$ cat config.mk
export PLATFORM = sky130hd
export DESIGN_NAME = rf_bist_controller
export DESIGN_NICKNAME = d
export VERILOG_FILES = /design/src/rtl/rf_bist_controller.sv
export SDC_FILE = /design/constraint.sdc
export NUM_CORES = 1
export LEC_CHECK = 0
export ABC_CLOCK_PERIOD_IN_PS = 6500
export CAP_MARGIN = 10
export CORE_UTILIZATION = 37
export CTS_CLUSTER_DIAMETER = 30
export DETAILED_ROUTE_END_ITERATION = 16
export HOLD_SLACK_MARGIN = 0.06
export PLACE_DENSITY_LB_ADDON = 0.3
export SKIP_CTS_REPAIR_TIMING = 1
export SLEW_MARGIN = 20
export SYNTH_ARGS = -nofsm -noshare
export SYNTH_HDL_FRONTEND = slang
export SYNTH_SLANG_ARGS = --single-unit
$ cat constraint.sdc
create_clock -name Clk -period 6.5 [get_ports Clk]
set_input_delay 1.625 -clock Clk [delete_from_list [all_inputs] [get_ports Clk]]
set_output_delay 1.625 -clock Clk [all_outputs]
set_load 0.1 [all_outputs]
$ cat src/rtl/rf_bist_controller.sv
// Two-pass write/read-back march over the 32 x 64-bit register file.
// Register 31 is written too and must still read back as zero.
module rf_bist_controller (
    input  logic        Clk,
    input  logic        Reset,
    input  logic        Start,
    input  logic [63:0] BusA,
    input  logic [63:0] BusB,
    output logic [4:0]  RA,
    output logic [4:0]  RB,
    output logic [4:0]  RW,
    output logic [63:0] BusW,
    output logic        RegWr,
    output logic        Busy,
    output logic        Done,
    output logic        Pass,
    output logic [6:0]  FailCount,
    output logic [4:0]  FirstFailReg
);

    localparam logic [63:0] PATTERN = 64'hF0F0_F0F0_0F0F_0F00;

    typedef enum logic [1:0] {S_IDLE, S_WRITE, S_READ, S_DONE} state_t;

    state_t      state_q, state_d;
    logic        p_q, p_d;
    logic [4:0]  i_q, i_d;
    logic [6:0]  fail_q, fail_d;
    logic [4:0]  first_q, first_d;
    logic        mis_a, mis_b;

    function automatic logic [63:0] exp_w(input logic p, input logic [4:0] r);
        logic [63:0] sum;
        sum = PATTERN + {59'd0, r};
        return p ? ~sum : sum;
    endfunction

    function automatic logic [63:0] exp_r(input logic p, input logic [4:0] r);
        return (r == 5'd31) ? 64'd0 : exp_w(p, r);
    endfunction

    always_ff @(posedge Clk or posedge Reset) begin
        if (Reset) begin
            state_q <= S_IDLE;
            p_q     <= 1'b0;
            i_q     <= 5'd0;
            fail_q  <= 7'd0;
            first_q <= 5'd0;
        end else begin
            state_q <= state_d;
            p_q     <= p_d;
            i_q     <= i_d;
            fail_q  <= fail_d;
            first_q <= first_d;
        end
    end

    // Port drives decode straight from registered state, so they only move on rising edges.
    always_comb begin
        state_d = state_q;
        p_d     = p_q;
        i_d     = i_q;
        fail_d  = fail_q;
        first_d = first_q;
        RA      = 5'd0;
        RB      = 5'd0;
        RW      = 5'd0;
        BusW    = 64'd0;
        RegWr   = 1'b0;
        Busy    = 1'b0;
        mis_a   = 1'b0;
        mis_b   = 1'b0;
        case (state_q)
            S_IDLE, S_DONE: begin
                if (Start) begin
                    state_d = S_WRITE;
                    p_d     = 1'b0;
                    i_d     = 5'd0;
                    fail_d  = 7'd0;
                    first_d = 5'd0;
                end
            end
            S_WRITE: begin
                Busy  = 1'b1;
                RegWr = 1'b1;
                RW    = i_q;
                BusW  = exp_w(p_q, i_q);
                i_d   = i_q + 5'd1;
                if (i_q == 5'd31) begin
                    state_d = S_READ;
                end
            end
            S_READ: begin
                Busy   = 1'b1;
                RA     = {i_q[3:0], 1'b0};
                RB     = {i_q[3:0], 1'b1};
                mis_a  = (BusA != exp_r(p_q, RA));
                mis_b  = (BusB != exp_r(p_q, RB));
                fail_d = fail_q + 7'(mis_a) + 7'(mis_b);
                // RA holds the lower index, so it is reported when both buses fail together.
                if (fail_q == 7'd0 && (mis_a || mis_b)) begin
                    first_d = mis_a ? RA : RB;
                end
                i_d = i_q + 5'd1;
                if (i_q == 5'd15) begin
                    i_d = 5'd0;
                    if (p_q) begin
                        state_d = S_DONE;
                    end else begin
                        p_d     = 1'b1;
                        state_d = S_WRITE;
                    end
                end
            end
            default: state_d = S_IDLE;
        endcase
    end

    assign Done         = (state_q == S_DONE);
    assign Pass         = Done && (fail_q == 7'd0);
    assign FailCount    = fail_q;
    assign FirstFailReg = first_q;

endmodule

==> results of run 1 <==
Yosys cell counts, types with 10 or more instances:
cell type	count	area share
sky130_fd_sc_hd__nand3_1	13	0.022
sky130_fd_sc_hd__nor3_1	11	0.019
sky130_fd_sc_hd__or4_1	17	0.043
sky130_fd_sc_hd__xnor2_1	10	0.030
sky130_fd_sc_hd__nor4_1	20	0.042
sky130_fd_sc_hd__nand4_1	32	0.068
sky130_fd_sc_hd__dfrtp_1	20	0.17
sky130_fd_sc_hd__and3_1	10	0.021
sky130_fd_sc_hd__and2_1	11	0.023
sky130_fd_sc_hd__o21ai_0	12	0.020
sky130_fd_sc_hd__buf_4	67	0.17
sky130_fd_sc_hd__clkbuf_1	10	0.013
sky130_fd_sc_hd__nand2_1	30	0.038
sky130_fd_sc_hd__nor2_1	27	0.034
per-layer routing:
layer,up-vias,global-route usage
met1,1629,0.2521
met2,159,0.3908
li1,1709,-
met4,0,0.05291
met5,-,0
met3,15,0.03601
sequential cells by signal (all words and copies together), names as in the netlist:
name and cells:
FailCount 7, state_q 2, p_q 1, i_q 5, FirstFailReg 5
metrics by stage:
stage,util,hold slack (ns),cells
finish,0.6237,0.5189,642
detailed placement,0.6166,0.4947,638
CTS,0.6237,0.5208,642
floorplan,-,0.5001,393
global placement,0.6166,0.4958,638
global route,0.6237,0.5428,642
critical path, cell delays in order, from the launching register on:
cell,delay (ns)
sky130_fd_sc_hd__dfrtp_1,0.42
sky130_fd_sc_hd__inv_1,0.09
sky130_fd_sc_hd__ha_1,0.35
sky130_fd_sc_hd__and2_1,0.73
sky130_fd_sc_hd__clkdlybuf4s50_1,1.28
final cells by class:
class | instances | area [sq um] | share of cell area
clock buffer | 4 | 55.05 | 0.01142
inverter | 6 | 22.52 | 0.004673
multi-input combinational | 283 | 1849 | 0.3837
sequential | 20 | 500.5 | 0.1038
tap | 102 | 127.6 | 0.02648
timing repair buffer | 227 | 2265 | 0.4699
report_power, final:
group,switching [mW],internal (mW)
combinational,1.16,0.357
clock,0.0431,0.0540
sequential,0.0323,0.143
worst paths after layout:
| check | cells after the start | endpoint |
|---|---|---|
| worst max-delay path | 4 | BusW[23] |
| worst min-delay path | 1 | FirstFailReg[4] |
| worst max register to register | 14 | FailCount[6] |
| worst min register to register | 1 | FirstFailReg[4] |
| max in group asynchronous | 2 | FailCount[4] |
| min in group asynchronous | 2 | FailCount[5] |
cells by family after synthesis:
family	after synthesis
compound gates	56
fa+ha+maj	8
xor+xnor	10
mux	7
buf+inv	90
flops	20
other cells	1
simple gates	201
==> out/qor.csv, run 1 <==
metric;value;unit
Seq cells post-synth;20;
launch point of the worst path;state_q[1];
shortest clock period the worst path allows after layout;4.779;ns
share of synthesized cell area in full adder, half adder and majority cells;0.03643;
RSZ-0062 raised after global routing;false;
Die H;91.36;um
transition time of the tightest slew-check pin;1.009;ns
die width;91.36;um
DPL Wire Length;7745;um
count of clock tree sinks;20;
core footprint;0.007727;sq mm
worst setup slack after layout;1.721;ns
critical path startpoint category;flip-flop;
Pwr Total;1.791;mW
met1 routed wirelength after detailed routing;3777;um
average cell area after synthesis;7.517;sq um
Layout Nets;680;
leftover overflow at the end of global routing;0;
final-report max-slew violation count;0;
initial antenna violation count;0;
yosys synthesis warning count;0;
TritonCTS clock tree;done;
Area Overhead vs Synth;63.15;%
biggest fanout along the worst timing path;31;
Crit. End Element;primary output;
maximum vdd drop;370.9;uV
required time worst endpoint;4.88;ns
crit path DAT;3.15;ns
number of flops mapped to enable cells by yosys;0;
Port Buffers;224;
routed length on met3;622;um
total via count in the routed design;3512;
Power Dens Cells;371.5;mW/mm^2
Max Clock Freq;209.3;MHz
clock transition at the registers of the reported paths;0.08;ns
average wire per cell in the routed design;14.58;um
global-route wire length before repair;14660;um
final setup violation count;0;
1st-iter DRT viols;139;
top layer in use;met4;
worst hold-check path type;flip-flop to flip-flop;
normalized max-slew margin;0.3254;
largest family of logic cells by synthesized area;simple AND/OR/NAND/NOR gates;
Routability Congestion;0.9006;
start-to-end type of the worst setup path;flip-flop to primary output;
gate count of the mapped netlist;393;
fraction of the cycle the final worst path needs;0.7352;
synthesized cell area;0.002954;sq mm
multiplexer area fraction after synthesis;0.02838;
initial core utilization;0.3823;
row count;32;
Die Footprint;0.008346;sq mm
count of maximum capacitance violations;0;
library cells used by synthesis;58;
DR pass1 iterations;4;
startpoint of the most critical hold path;FirstFailReg[4];
pin count of the biggest net entering global routing;48;
Clock Skews;0.005103;ns
count of final hold-check violations;0;
post-synthesis share of cell area spent on xor and xnor gates;0.02965;
most common library cell in the layout ignoring fill and taps;sky130_fd_sc_hd__clkdlybuf4s50_1;
Layout Cell Area excl Fill;0.004820;sq mm
fraction of synthesis flops using an asynchronous set or reset pin;1.000;
register-to-register setup slack;2.75;ns
antenna-violating nets left;0;
WL final;9360;um
post-synthesis net count;532;
vias in the first global route;3227;
fraction of layout instances using a drive strength above 1;0.03148;
post-synthesis share of cell area spent on and, or, nand and nor gates;0.3943;
H-tree levels;1;
CTS Buf Count;3;
worst-case setup slack after placement;1.790;ns
DRC violations left;0;
reported leakage power;1.688;nW
Fin Setup TNS;0;ns
DP Area;0.004765;sq mm
latest clock arrival within the worst-skew pair;0.27;ns
Post-synth top flop;sky130_fd_sc_hd__dfrtp_1;
GRT Resource Usage Total;0.2116;
total inserted antenna cells;0;
met2 routed wirelength;4806;um
fraction of the mapped netlist area in compound gates;0.1360;
boundary pin count;226;
outcome;finished clean;
fraction of the yosys area taken by sequential cells;0.1694;
fillcell total;664;
number of buffers on the longest clock path;2;
vias per inst;5.470;
buffer cell driving the clock tree root;sky130_fd_sc_hd__clkbuf_8;
launching point of the worst reg2reg path;i_q[0];
most used cells in the layout excluding fill and tap cells;224 x sky130_fd_sc_hd__clkdlybuf4s50_1, 32 x sky130_fd_sc_hd__nand4_1, 30 x sky130_fd_sc_hd__nand2_1;
Note: power is estimated with default switching activity, not from simulation.
==> run 2: changes to the inputs <==
ABC_CLOCK_PERIOD_IN_PS = 4250   (was 6500)
CORE_UTILIZATION = 31   (was 37)
clock period = 4.25 ns   (was 6.5 ns; I/O delays follow)
==> run 2 against run 1 <==
Compared with the run above: clock power increased by 35%; global-route usage decreased by 3.3 points; final cell count increased by 4.4%; first-iteration DRC count increased by 11%; clock skew decreased by 0.00084 ns; wire length decreased by 2.3%; largest cell class unchanged; highest routed layer unchanged.
==> out/qor.csv, run 2 (synthesis gave the netlist of run 1 again) <==
metric;value;unit;change
final setup violation count;0;;unchanged
buffer cell driving the clock tree root;sky130_fd_sc_hd__clkbuf_8;;
critical path startpoint category;input pin;;
TritonCTS clock tree;done;;
Die Footprint;0.009924;sq mm;+19%
Layout Nets;681;;+0.15%
count of maximum capacitance violations;0;;unchanged
WL final;9149;um;-2.3%
flip-flop and latch area;501.7;sq um;+0.25%
Max Clock Freq;256.5;MHz;
worst-case setup slack after placement;0.1083;ns;-1.682 ns
footprint of the multi-input gates;0.001858;sq mm;+0.47%
launch point of the worst path;BusB[28];;
biggest fanout along the worst timing path;3;;-90%
Area Overhead vs Synth;57.69;%;
Clock Skews;0.004261;ns;-0.0008421 ns
DP Area;0.004613;sq mm;-3.2%
fraction of layout instances using a drive strength above 1;0.1867;;+0.1552
Fin Setup TNS;0;ns;unchanged
latest clock arrival within the worst-skew pair;0.26;ns;about the same
core footprint;0.009240;sq mm;+20%
crit path DAT;4.07;ns;+0.92 ns
DRC violations left;0;;unchanged
startpoint of the most critical hold path;FirstFailReg[4];;
boundary pin count;226;;unchanged
cell type of the slowest stage on the worst timing path;sky130_fd_sc_hd__or4_1;;
maximum vdd drop;646.5;uV;+74%
DPL Wire Length;7818;um;+0.94%
Reg2Reg Depth;14;;unchanged
reported leakage power;1.828;nW;+8.3%
NetSw;1.889;mW;+53%
leftover overflow at the end of global routing;0;;unchanged
launching point of the worst reg2reg path;i_q[1];;
number of buffer and inverter instances along the worst setup path;1;;-1
die width;99.62;um;+9.0%
final-report max-slew violation count;0;;unchanged
total inserted antenna cells;0;;unchanged
worst setup slack after layout;0.3513;ns;-1.370 ns
count of final hold-check violations;0;;unchanged
H-tree levels;1;;unchanged
Layout Cell Area excl Fill;0.004658;sq mm;-3.3%
number of cells on the worst hold path;1;;unchanged
most used cells in the layout excluding fill and tap cells;143 x sky130_fd_sc_hd__clkdlybuf4s50_1, 85 x sky130_fd_sc_hd__buf_4, 32 x sky130_fd_sc_hd__nand4_1;;
dominant delay contributor by cell family on the critical path;simple AND/OR/NAND/NOR gates;;
Levels on crit path;13;;+9
Die H;99.62;um;+9.0%
Clk network pwr share;0.050;;-0.004
initial antenna violation count;0;;unchanged
shortest clock period the worst path allows after layout;3.899;ns;
Net Sw Frac;0.7119;;+0.02140
cells along the critical path;clkdlybuf4s50_1, or4_1, nor4_1, o221ai_1, a22oi_1, nand3_1, fa_1, ha_1, nand3_1, or2_2, a21o_1, nand2_1, o31ai_1;;
GRT Resource Usage Total;0.1782;;-0.03337
Largest register FFs;7;;unchanged
outcome;finished clean;;
clock transition at the registers of the reported paths;0.07;ns;about the same
internal cell power;0.7645;mW;+38%
number of buffers on the longest clock path;2;;unchanged
CTS Buf Count;3;;unchanged
initial core utilization;0.3197;;-0.06258
1st-iter DRT viols;154;;+11%
vias in the first global route;3221;;-0.19%
Crit. End Element;flip-flop;;
critical path's largest stage delay;0.56;ns;-0.72 ns
count of clock tree sinks;20;;unchanged
RSZ-0062 raised after global routing;false;;
Power Dens Cells;569.7;mW/mm^2;+53%
normalized max-slew margin;0.3281;;+0.002725
vias per inst;5.164;;-5.6%
share of power burned in registers;0.102;;+0.004
total via count in the routed design;3460;;-1.5%
fillcell total;857;;+29%
fraction of the cycle the final worst path needs;0.9173;;
average wire per cell in the routed design;13.66;um;-6.3%
Port Buffers;224;;unchanged
global-route wire length before repair;14550;um;-0.70%
start-to-end type of the worst setup path;input pin to flip-flop;;
antenna-violating nets left;0;;unchanged
most common library cell in the layout ignoring fill and taps;sky130_fd_sc_hd__clkdlybuf4s50_1;;
required time worst endpoint;4.42;ns;-0.46 ns
row count;35;;+9.4%
core occupancy in the finished layout;0.5041;;-0.1196
pin count of the biggest net entering global routing;35;;-27%
Routability Congestion;0.8229;;-8.6%
Comb power frac;0.848;;about the same
DR pass1 iterations;4;;unchanged
transition time of the tightest slew-check pin;1.005;ns;-0.004075 ns
worst hold-check path type;flip-flop to flip-flop;;
CP dominant cell by count;sky130_fd_sc_hd__nand3_1;;
## run 2: power groups by stage
stage / clock (mW) / sequential, mW / combinational, mW
floorplan: 0 / 0.333 / 1.89
global placement: 0 / 0.273 / 2.24
detailed placement: 0 / 0.276 / 2.26
CTS: 0.133 / 0.273 / 2.26
global route: 0.139 / 0.279 / 2.34
finish: 0.131 / 0.271 / 2.25
## run 2: worst register-to-register path, delay by kind of cell (launching register included)
| kind | cells | cell delay, ns |
|---|---|---|
| simple gates | 7 | 1.37 |
| fa+ha+maj | 3 | 0.95 |
| flops | 1 | 0.61 |
| compound gates | 3 | 0.39 |
| buf+inv | 1 | 0.25 |
## run 2: final cells by class
| class | instances | area share |
|---|---|---|
| multi-input cells | 283 | 0.3989 |
| clock buffers | 4 | 0.009670 |
| flip-flops and latches | 20 | 0.1077 |
| well taps | 129 | 0.03465 |
| repair buffers | 228 | 0.4443 |
| inverters | 6 | 0.004835 |
## run 2: layer usage
metal | global-route usage | wire length, um | share of wire | up-vias
li1 | - | - | - | 1711
met1 | 0.2063 | 3721 | 0.41 | 1544
met2 | 0.3355 | 4575 | 0.50 | 187
met3 | 0.02108 | 655 | 0.072 | 18
met4 | 0.06335 | 196 | 0.021 | 0
met5 | 0 | 0 | 0 | -
## run 2: path summary, 6_finish.rpt
check | end | slack (ns)
worst max register to register | FailCount[6] | 0.60
worst min register to register | FirstFailReg[4] | 0.51
worst min-delay path | FirstFailReg[4] | 0.51
max in group asynchronous | p_q | 2.48
worst max-delay path | FailCount[6] | 0.35
min in group asynchronous | FailCount[4] | 1.24
## run 2: metrics by stage
stage	std cells	power (mW)	hold slack, ns
final	670	2.654	0.5150
after global routing	670	2.759	0.5389
after CTS	670	2.666	0.5227
after detailed placement	666	2.534	0.5010
after global placement	666	2.518	0.4942
after floorplan	393	2.226	0.5001
